File: src/rtl/uart_fifo_loopback_pkg.sv
// Shared types and constants for the UART FIFO loopback.
// The ASCII ranges and case_swap() are only used when LOOPBACK_CASE_SWAP_EN is defined.
package uart_fifo_loopback_pkg;

  typedef enum logic [2:0] {
    IDLE      = 3'd0,
    LOAD      = 3'd1,
    START     = 3'd2,
    WAIT_BUSY = 3'd3,
    WAIT_DONE = 3'd4
  } tx_state_t;

  localparam logic [1:0] LED_LAST   = 2'd0;
  localparam logic [1:0] LED_COUNT  = 2'd1;
  localparam logic [1:0] LED_STATUS = 2'd2;
  localparam logic [1:0] LED_PEEK   = 2'd3;

  localparam logic [7:0] ASCII_UPPER_LO = 8'h41;
  localparam logic [7:0] ASCII_UPPER_HI = 8'h5A;
  localparam logic [7:0] ASCII_LOWER_LO = 8'h61;
  localparam logic [7:0] ASCII_LOWER_HI = 8'h7A;

  function automatic logic [7:0] case_swap(input logic [7:0] b);
    logic [7:0] r;
    r = b;
    if ((b >= ASCII_UPPER_LO && b <= ASCII_UPPER_HI) ||
        (b >= ASCII_LOWER_LO && b <= ASCII_LOWER_HI))
      r = b ^ 8'h20;
    return r;
  endfunction

  // The board wires led[0] to the MSB of the displayed value.
  function automatic logic [7:0] bit_reverse(input logic [7:0] v);
    logic [7:0] r;
    for (int i = 0; i < 8; i++) r[i] = v[7-i];
    return r;
  endfunction

endpackage

File: src/rtl/async_receiver.sv
// 8N1 UART receiver, mid-bit sampling, no reset (a frame in progress always completes).
module async_receiver #(
  parameter int CLK_FREQUENCY = 12_000_000,
  parameter int BAUD          = 115_200
) (
  input  logic       clk_12mhz,
  input  logic       rxd,
  output logic       data_ready,
  output logic [7:0] data
);
  localparam int CPB = CLK_FREQUENCY / BAUD;
  localparam logic [15:0] FIRST_SAMPLE = 16'(CPB + CPB / 2 - 1);
  localparam logic [15:0] BIT_RELOAD   = 16'(CPB - 1);

  // Synchroniser stored inverted so power-up zeros read as an idle (high) line.
  logic [1:0]  sync_inv;
  logic        line;
  logic        active;
  logic [15:0] cnt;
  logic [3:0]  bit_idx;
  logic [7:0]  shift;

  assign line = ~sync_inv[1];

  always_ff @(posedge clk_12mhz) begin
    sync_inv   <= {sync_inv[0], ~rxd};
    data_ready <= 1'b0;
    if (!active) begin
      if (!line) begin
        active  <= 1'b1;
        cnt     <= FIRST_SAMPLE;
        bit_idx <= 4'd0;
      end
    end else if (cnt != 16'd0) begin
      cnt <= cnt - 16'd1;
    end else if (bit_idx != 4'd8) begin
      shift   <= {line, shift[7:1]};
      bit_idx <= bit_idx + 4'd1;
      cnt     <= BIT_RELOAD;
    end else begin
      active <= 1'b0;
      if (line) begin
        data_ready <= 1'b1;
        data       <= shift;
      end
    end
  end
endmodule

File: src/rtl/async_transmitter.sv
// 8N1 UART transmitter, no reset; busy is high for the whole 10-bit frame.
module async_transmitter #(
  parameter int CLK_FREQUENCY = 12_000_000,
  parameter int BAUD          = 115_200
) (
  input  logic       clk_12mhz,
  input  logic       start,
  input  logic [7:0] data,
  output logic       txd,
  output logic       busy
);
  localparam logic [15:0] BIT_RELOAD = 16'(CLK_FREQUENCY / BAUD - 1);

  // Frame held inverted so an all-zero power-up register drives an idle line.
  logic [9:0]  shift_inv;
  logic [3:0]  bits_left;
  logic [15:0] cnt;

  assign busy = (bits_left != 4'd0);
  assign txd  = ~shift_inv[0];

  always_ff @(posedge clk_12mhz) begin
    if (!busy) begin
      if (start) begin
        shift_inv <= ~{1'b1, data, 1'b0};
        bits_left <= 4'd10;
        cnt       <= BIT_RELOAD;
      end
    end else if (cnt != 16'd0) begin
      cnt <= cnt - 16'd1;
    end else begin
      shift_inv <= {1'b0, shift_inv[9:1]};
      bits_left <= bits_left - 4'd1;
      cnt       <= BIT_RELOAD;
    end
  end
endmodule

File: src/rtl/uart_fifo_loopback_fifo.sv
// DEPTH-entry byte FIFO; a push while full is still accepted if a pop happens in the same cycle.
module loopback_fifo #(
  parameter int DEPTH = 16,
  parameter int WIDTH = 8,
  localparam int ADDR_W = $clog2(DEPTH)
) (
  input  logic              clk_12mhz,
  input  logic              reset_n,
  input  logic              push,
  input  logic [WIDTH-1:0]  push_data,
  input  logic              pop,
  output logic [WIDTH-1:0]  pop_data,
  output logic [ADDR_W:0]   count,
  output logic              full,
  output logic              empty,
  output logic              overflow
);
  localparam logic [ADDR_W:0] FULL_COUNT = (ADDR_W + 1)'(DEPTH);

  logic [WIDTH-1:0]  mem [DEPTH];
  logic [ADDR_W-1:0] wr_ptr;
  logic [ADDR_W-1:0] rd_ptr;
  logic              do_push;
  logic              do_pop;

  assign empty    = (count == '0);
  assign full     = (count == FULL_COUNT);
  assign do_pop   = pop && !empty;
  assign do_push  = push && (!full || do_pop);
  assign pop_data = mem[rd_ptr];

  always_ff @(posedge clk_12mhz) begin
    if (do_push) mem[wr_ptr] <= push_data;
  end

  always_ff @(posedge clk_12mhz) begin
    if (!reset_n) begin
      wr_ptr   <= '0;
      rd_ptr   <= '0;
      count    <= '0;
      overflow <= 1'b0;
    end else begin
      if (do_push) wr_ptr <= wr_ptr + 1'b1;
      if (do_pop)  rd_ptr <= rd_ptr + 1'b1;
      if (push && !do_push) overflow <= 1'b1;
      case ({do_push, do_pop})
        2'b10:   count <= count + 1'b1;
        2'b01:   count <= count - 1'b1;
        default: count <= count;
      endcase
    end
  end
endmodule

File: src/rtl/uart_fifo_loopback.sv
// UART echo through a FIFO with a TX scheduler FSM and a selectable LED view.
// Define LOOPBACK_CASE_SWAP_EN to swap ASCII letter case on the way out.
module uart_fifo_loopback
  import uart_fifo_loopback_pkg::*;
#(
  parameter int CLK_FREQUENCY = 12_000_000,
  parameter int RX_BAUD       = 115_200,
  parameter int TX_BAUD       = 115_200,
  parameter int DEPTH         = 16,
  localparam int ADDR_W = $clog2(DEPTH)
) (
  input  logic       clk_12mhz,
  input  logic       reset_n,
  input  logic       rxd,
  input  logic [1:0] led_mode,
  output logic       txd,
  output logic [7:0] led,
  output logic       overflow
);
  logic            rx_ready;
  logic [7:0]      rx_data;
  logic            tx_start;
  logic            tx_busy;
  logic [7:0]      tx_byte;
  logic [7:0]      pop_data;
  logic [ADDR_W:0] count;
  logic            full;
  logic            empty;
  logic [7:0]      last_rx;
  logic [7:0]      shown;
  tx_state_t       state;

  async_receiver #(.CLK_FREQUENCY(CLK_FREQUENCY), .BAUD(RX_BAUD)) u_rx (
    .clk_12mhz (clk_12mhz),
    .rxd       (rxd),
    .data_ready(rx_ready),
    .data      (rx_data)
  );

  async_transmitter #(.CLK_FREQUENCY(CLK_FREQUENCY), .BAUD(TX_BAUD)) u_tx (
    .clk_12mhz(clk_12mhz),
    .start    (tx_start),
    .data     (tx_byte),
    .txd      (txd),
    .busy     (tx_busy)
  );

  loopback_fifo #(.DEPTH(DEPTH), .WIDTH(8)) u_fifo (
    .clk_12mhz(clk_12mhz),
    .reset_n  (reset_n),
    .push     (rx_ready),
    .push_data(rx_data),
    .pop      (state == LOAD),
    .pop_data (pop_data),
    .count    (count),
    .full     (full),
    .empty    (empty),
    .overflow (overflow)
  );

  // tx_start is set on leaving LOAD, so it is high for exactly the START cycle.
  always_ff @(posedge clk_12mhz) begin
    if (!reset_n) begin
      state    <= IDLE;
      tx_start <= 1'b0;
      tx_byte  <= 8'h00;
    end else begin
      tx_start <= 1'b0;
      case (state)
        IDLE: if (!empty && !tx_busy) state <= LOAD;
        LOAD: begin
`ifdef LOOPBACK_CASE_SWAP_EN
          tx_byte <= case_swap(pop_data);
`else
          tx_byte <= pop_data;
`endif
          tx_start <= 1'b1;
          state    <= START;
        end
        START:     state <= WAIT_BUSY;
        WAIT_BUSY: if (tx_busy) state <= WAIT_DONE;
        WAIT_DONE: if (!tx_busy) state <= IDLE;
        default:   state <= IDLE;
      endcase
    end
  end

  always_comb begin
    shown = last_rx;
    case (led_mode)
      LED_LAST:   shown = last_rx;
      LED_COUNT:  shown = 8'(count);
      LED_STATUS: shown = {overflow, full, empty, tx_busy, 1'b0, state};
      LED_PEEK:   shown = empty ? 8'h00 : pop_data;
      default:    shown = last_rx;
    endcase
  end

  always_ff @(posedge clk_12mhz) begin
    if (!reset_n) begin
      last_rx <= 8'h00;
      led     <= 8'h00;
    end else begin
      if (rx_ready) last_rx <= rx_data;
      led <= bit_reverse(shown);
    end
  end
endmodule
File: config.mk
export PLATFORM = sky130hd
export DESIGN_NAME = uart_fifo_loopback
export DESIGN_NICKNAME = d
export VERILOG_FILES = /design/src/rtl/uart_fifo_loopback_pkg.sv /design/src/rtl/async_receiver.sv /design/src/rtl/async_transmitter.sv /design/src/rtl/uart_fifo_loopback_fifo.sv /design/src/rtl/uart_fifo_loopback.sv
export SDC_FILE = /design/constraint.sdc
export NUM_CORES = 1
export LEC_CHECK = 0
export BUFFER_PORTS_ARGS = -buffer_cell sky130_fd_sc_hd__buf_2
export CAP_MARGIN = 10
export CELL_PAD_IN_SITES_DETAIL_PLACEMENT = 1
export CELL_PAD_IN_SITES_GLOBAL_PLACEMENT = 1
export CORE_AREA = 2 2 188 190
export CTS_CLUSTER_SIZE = 24
export DETAILED_ROUTE_END_ITERATION = 8
export DIE_AREA = 0 0 190 192
export GPL_TIMING_DRIVEN = 0
export PLACE_DENSITY = 0.55
export SLEW_MARGIN = 20
export SYNTH_ARGS = -nofsm -noshare
export SYNTH_HDL_FRONTEND = slang
export SYNTH_SLANG_ARGS = --single-unit
File: constraint.sdc
create_clock -name clk_12mhz -period 3.4 [get_ports clk_12mhz]
set_input_delay 1.02 -clock clk_12mhz [delete_from_list [all_inputs] [get_ports clk_12mhz]]
set_output_delay 1.02 -clock clk_12mhz [all_outputs]
set_load 0.01 [all_outputs]
==> run summary <==
Fraction of synthesis flops using an asynchronous set or reset pin: 0%. Setup-violating endpoint count in the final report: 0. The top cell type by area accounts for 56.5% of the synthesized area.

For the via count of the first global-routing pass, the log shows 6179. The logs give 10900 um2 for the placed standard-cell area and 0 for the total congestion overflow. From bottom edge to top edge, the die measures 192 um. The pre-antenna-repair detailed-routing pass consisted of 4 iterations. At the end of routability-driven placement, the weighted congestion stood at 0.726. The routed design could run at a clock period as short as 3140 ps. Counting distinct cell types in the post-synthesis netlist gives 65. The logs give 0.000304 V for the worst supply voltage drop on vdd and 15600 um for the half-perimeter wire length after placement. The routed wire length per instance is 18.9 um, and the number of clock buffers inserted by TritonCTS is 28.

The tools report the max-capacitance violation count as 0. Warning count from the yosys run: 0. edfxtp_1 takes more of the synthesized area than any other cell. The run gives 68 as the number of placement rows.

Combinational cells account for 5.0% of the total power. The leakage power summed over all cells is 3.93 nW, and the die outline area is 36500 um2. The clock network accounts for 44.5% of the total power. Once the clock tree was built, the resizer swapped 0 gates to a different size.

The number of max-slew violations in the final report came out at 0. The logs give 10300 um2 for the cell area after synthesis and 3582 for the fill cell instance count of the final layout. Across the whole layout, storage elements account for 6800 um2.

The nature of the critical path endpoint was a flop. In the final timing run, aggregate negative setup slack is 0 ps. The H-tree depth reported by CTS was 1. The data arrival time of the worst path is 3600 ps, and the critical path data required time is 3870 ps.

The logs give 0 for the number of antenna repair diodes and 3 for the maximum count of clock buffers along a single path. Of all nets on the critical path, the largest fanout is 10. The tools report the final setup skew as 23.0 ps.

In this run, flip-flops and latches consume 50.5% of the power. The number of antenna violations at the first check in global routing is 0, and the starting density of the core is 29.9%. Internal power comes to 0.00536 W.

Buffers added to address setup during post-CTS repair amount to 0. The die span in x was 190 um. The cell area after layout was 11900 um2.

Post-synthesis net count: 727. The area occupied by multi-input gates was 3270 um2; the transition time of the tightest slew-check pin was 910 ps. The highest clock frequency the design can meet is 319 MHz. For this run, the post-layout net count is 773.

Path type of the worst min-delay path: reg2reg. STA classifies the critical path startpoint as a flop. The share of the core filled with cells is 34.7%. Setup repair after global routing left no endpoint under its margin.

After clock tree synthesis, the flow added hold-fix buffers numbering 0. Sequential cells were found to cover 66.3% of the synthesized design area. In this run, synthesis inferred 193 flip-flops with an integrated enable. Most used flip-flop cell after synthesis: edfxtp_1. The final count of hold timing violations was 0; the cell count after synthesis was 708.

The synthesized area divided by synthesized cell count is 14.5 um2. The count of nets left with antenna violations once routing finished came out at 0. The worst register-to-register path begins at u_fifo.count[1]. The run gives 13.1% as the global-route usage over all layers. In the routed design, unresolved DRC markers number 0. In this run the critical register-to-register path is captured at u_fifo.count[2]. The worst hold path passes through 0 cells. 15 I/O pins were placed. The critical path in this run is classified as reg2reg.

The tools report the cell at the root of the clock tree as clkbuf_16. For this design the total switching power over the nets is 0.00150 W. The ratio of final minimum period to clock period works out to 92.2%.

Buffers placed on the I/O ports in this run total 13. For this block, the via count after detailed routing is 5921. The number of clock sinks was 243. Ranked by instance count, the synthesized netlist is headed by 193 x edfxtp_1, 69 x nor2_1, 50 x dfxtp_1, 41 x mux2i_1, 39 x nand2_1. After detailed routing, the total wire length is 23300 um. The post-route netlist has 15.7% of its cells at a drive strength greater than 1. Dividing total power by cell area gives a power density of 577 nW/um2. Entering global routing, the biggest net connects 18 pins. In the routed layout, each cell is associated on average with a via count of 4.81.

The synthesis-to-layout area growth was 15.9%. After clock tree synthesis, the clock-pin slew on the worst setup and hold paths is 60 ps. Net switching is 21.9% of the power. After synthesis, the cell types taking the most area are edfxtp_1 57%, dfxtp_1 9.8%, mux4_2 5.7%. The worst register-to-register path has a setup slack of 260 ps. In this run the standard cell core region covers 34300 um2.

The run gives 380 as the iteration-0 DRC count of the detailed router. The library cell with the highest instance count after synthesis was edfxtp_1. The total of flip-flops plus latches after synthesis is 243, and the remaining max-slew budget at the tightest pin is 38.8%. On the final layout, the worst hold slack is 328 ps. The clock reaches the later pin of the worst-skew pair after 540 ps. TritonCTS built the clock tree.

The first global-routing pass estimated 36700 um of wire. The startpoint of the lowest-slack hold path is u_rx.sync_inv[0]. The flow ran to the end, and the final reports show no timing, DRC or antenna violations. Number of cells on the worst reg-to-reg path: 13. For hold timing, the worst endpoint is u_rx.sync_inv[1].
[worst max-delay path, stage by stage (launching register included)]
cell and delay [ps]:
dfxtp_1 300, buf_6 130, or4_4 580, o31a_1 270, buf_6 140, inv_1 70, ha_1 170, clkbuf_1 320
xor2_1 190, ha_1 210, a21oi_1 60, xor2_1 150, or3_1 320, a21oi_1 140
[cell families (layout without fill, tap and decap cells)]
group / after synthesis / after routing / share of synthesized area (%)
compound gates: 94 / 94 / 6.54
xor+xnor: 30 / 30 / 2.56
fa+ha+maj: 14 / 14 / 1.71
buf+inv: 53 / 121 / 2.20
flops: 243 / 243 / 66.3
mux: 70 / 70 / 10.0
simple gates: 204 / 204 / 10.7
[metal layers]
layer / track usage (%) / part of all wire (%)
met5: 0 / 0
met4: 3.01 / 1.6
met3: 2.05 / 4.3
met2: 21.8 / 48
met1: 18.0 / 46
[worst max path at each step]
stage                         start              end  slack, ps  cells past startpoint
finish              u_fifo.count[1]  u_fifo.count[2]        260                     13
global route        u_fifo.count[1]  u_fifo.count[4]          1                     13
CTS                 u_fifo.count[0]  u_fifo.count[2]        230                     12
detailed placement  u_fifo.count[0]  u_fifo.count[2]        260                     12
global placement    u_fifo.count[1]  u_fifo.count[2]        290                     13
floorplan           u_fifo.count[1]  u_fifo.count[2]        540                     13
[cell type report]
| class | count | share of cell area [%] |
|---|---|---|
| sequential | 243 | 57.2 |
| multi-input combinational | 412 | 27.5 |
| clock buffer | 36 | 6.41 |
| tap | 455 | 4.79 |
| clock inverter | 16 | 1.48 |
| buffer | 33 | 1.26 |
| timing repair buffer | 16 | 0.768 |
| inverter | 20 | 0.632 |
[power by group through the flow]
stage	sequential (W)	combinational [W]	clock, W
after floorplan	0.00349	0.000277	0
after global placement	0.00352	0.000342	0
after detailed placement	0.00353	0.000350	0
after CTS	0.00346	0.000352	0.00313
after global routing	0.00348	0.000401	0.00324
final	0.00346	0.000346	0.00305
[layout by cell type, fill, tap and decap left out, types with 7 or more instances in the layout]
master	Yosys	layout
a21oi_1	12	12
clkbuf_1	19	25
clkbuf_16	0	29
nand2_1	39	39
nand2b_1	10	10
nand3_1	16	16
buf_2	9	22
edfxtp_1	193	193
mux2i_1	41	41
ha_1	14	14
mux4_2	26	26
dfxtp_1	50	50
clkinv_1	0	7
inv_1	20	20
a221oi_1	7	7
and2_1	7	7
nor2_1	69	69
xor2_1	22	22
xnor2_1	8	8
o21ai_0	23	23
[registers in the layout (all words and copies together) (netlist names), 5 cells and up, named ones only]
| name | cells |
|---|---|
| u_fifo.mem | 128 |
| u_rx.cnt | 16 |
| u_tx.cnt | 16 |
| u_tx.shift_inv | 9 |
| last_rx | 8 |
| led | 8 |
| tx_byte | 8 |
| u_rx.data | 8 |
| u_rx.shift | 8 |
| u_fifo.count | 5 |
[through the flow]
stage	instances	total power (W)	setup slack (ps)
4_1_cts	1231	0.00695	229
3_5_place_dp	1179	0.00388	260
2_1_floorplan	708	0.00377	540
3_3_place_gp	1176	0.00386	294
5_1_grt	1231	0.00712	1.19
6_report	1231	0.00685	264
Note: power is estimated with default switching activity, not from simulation.
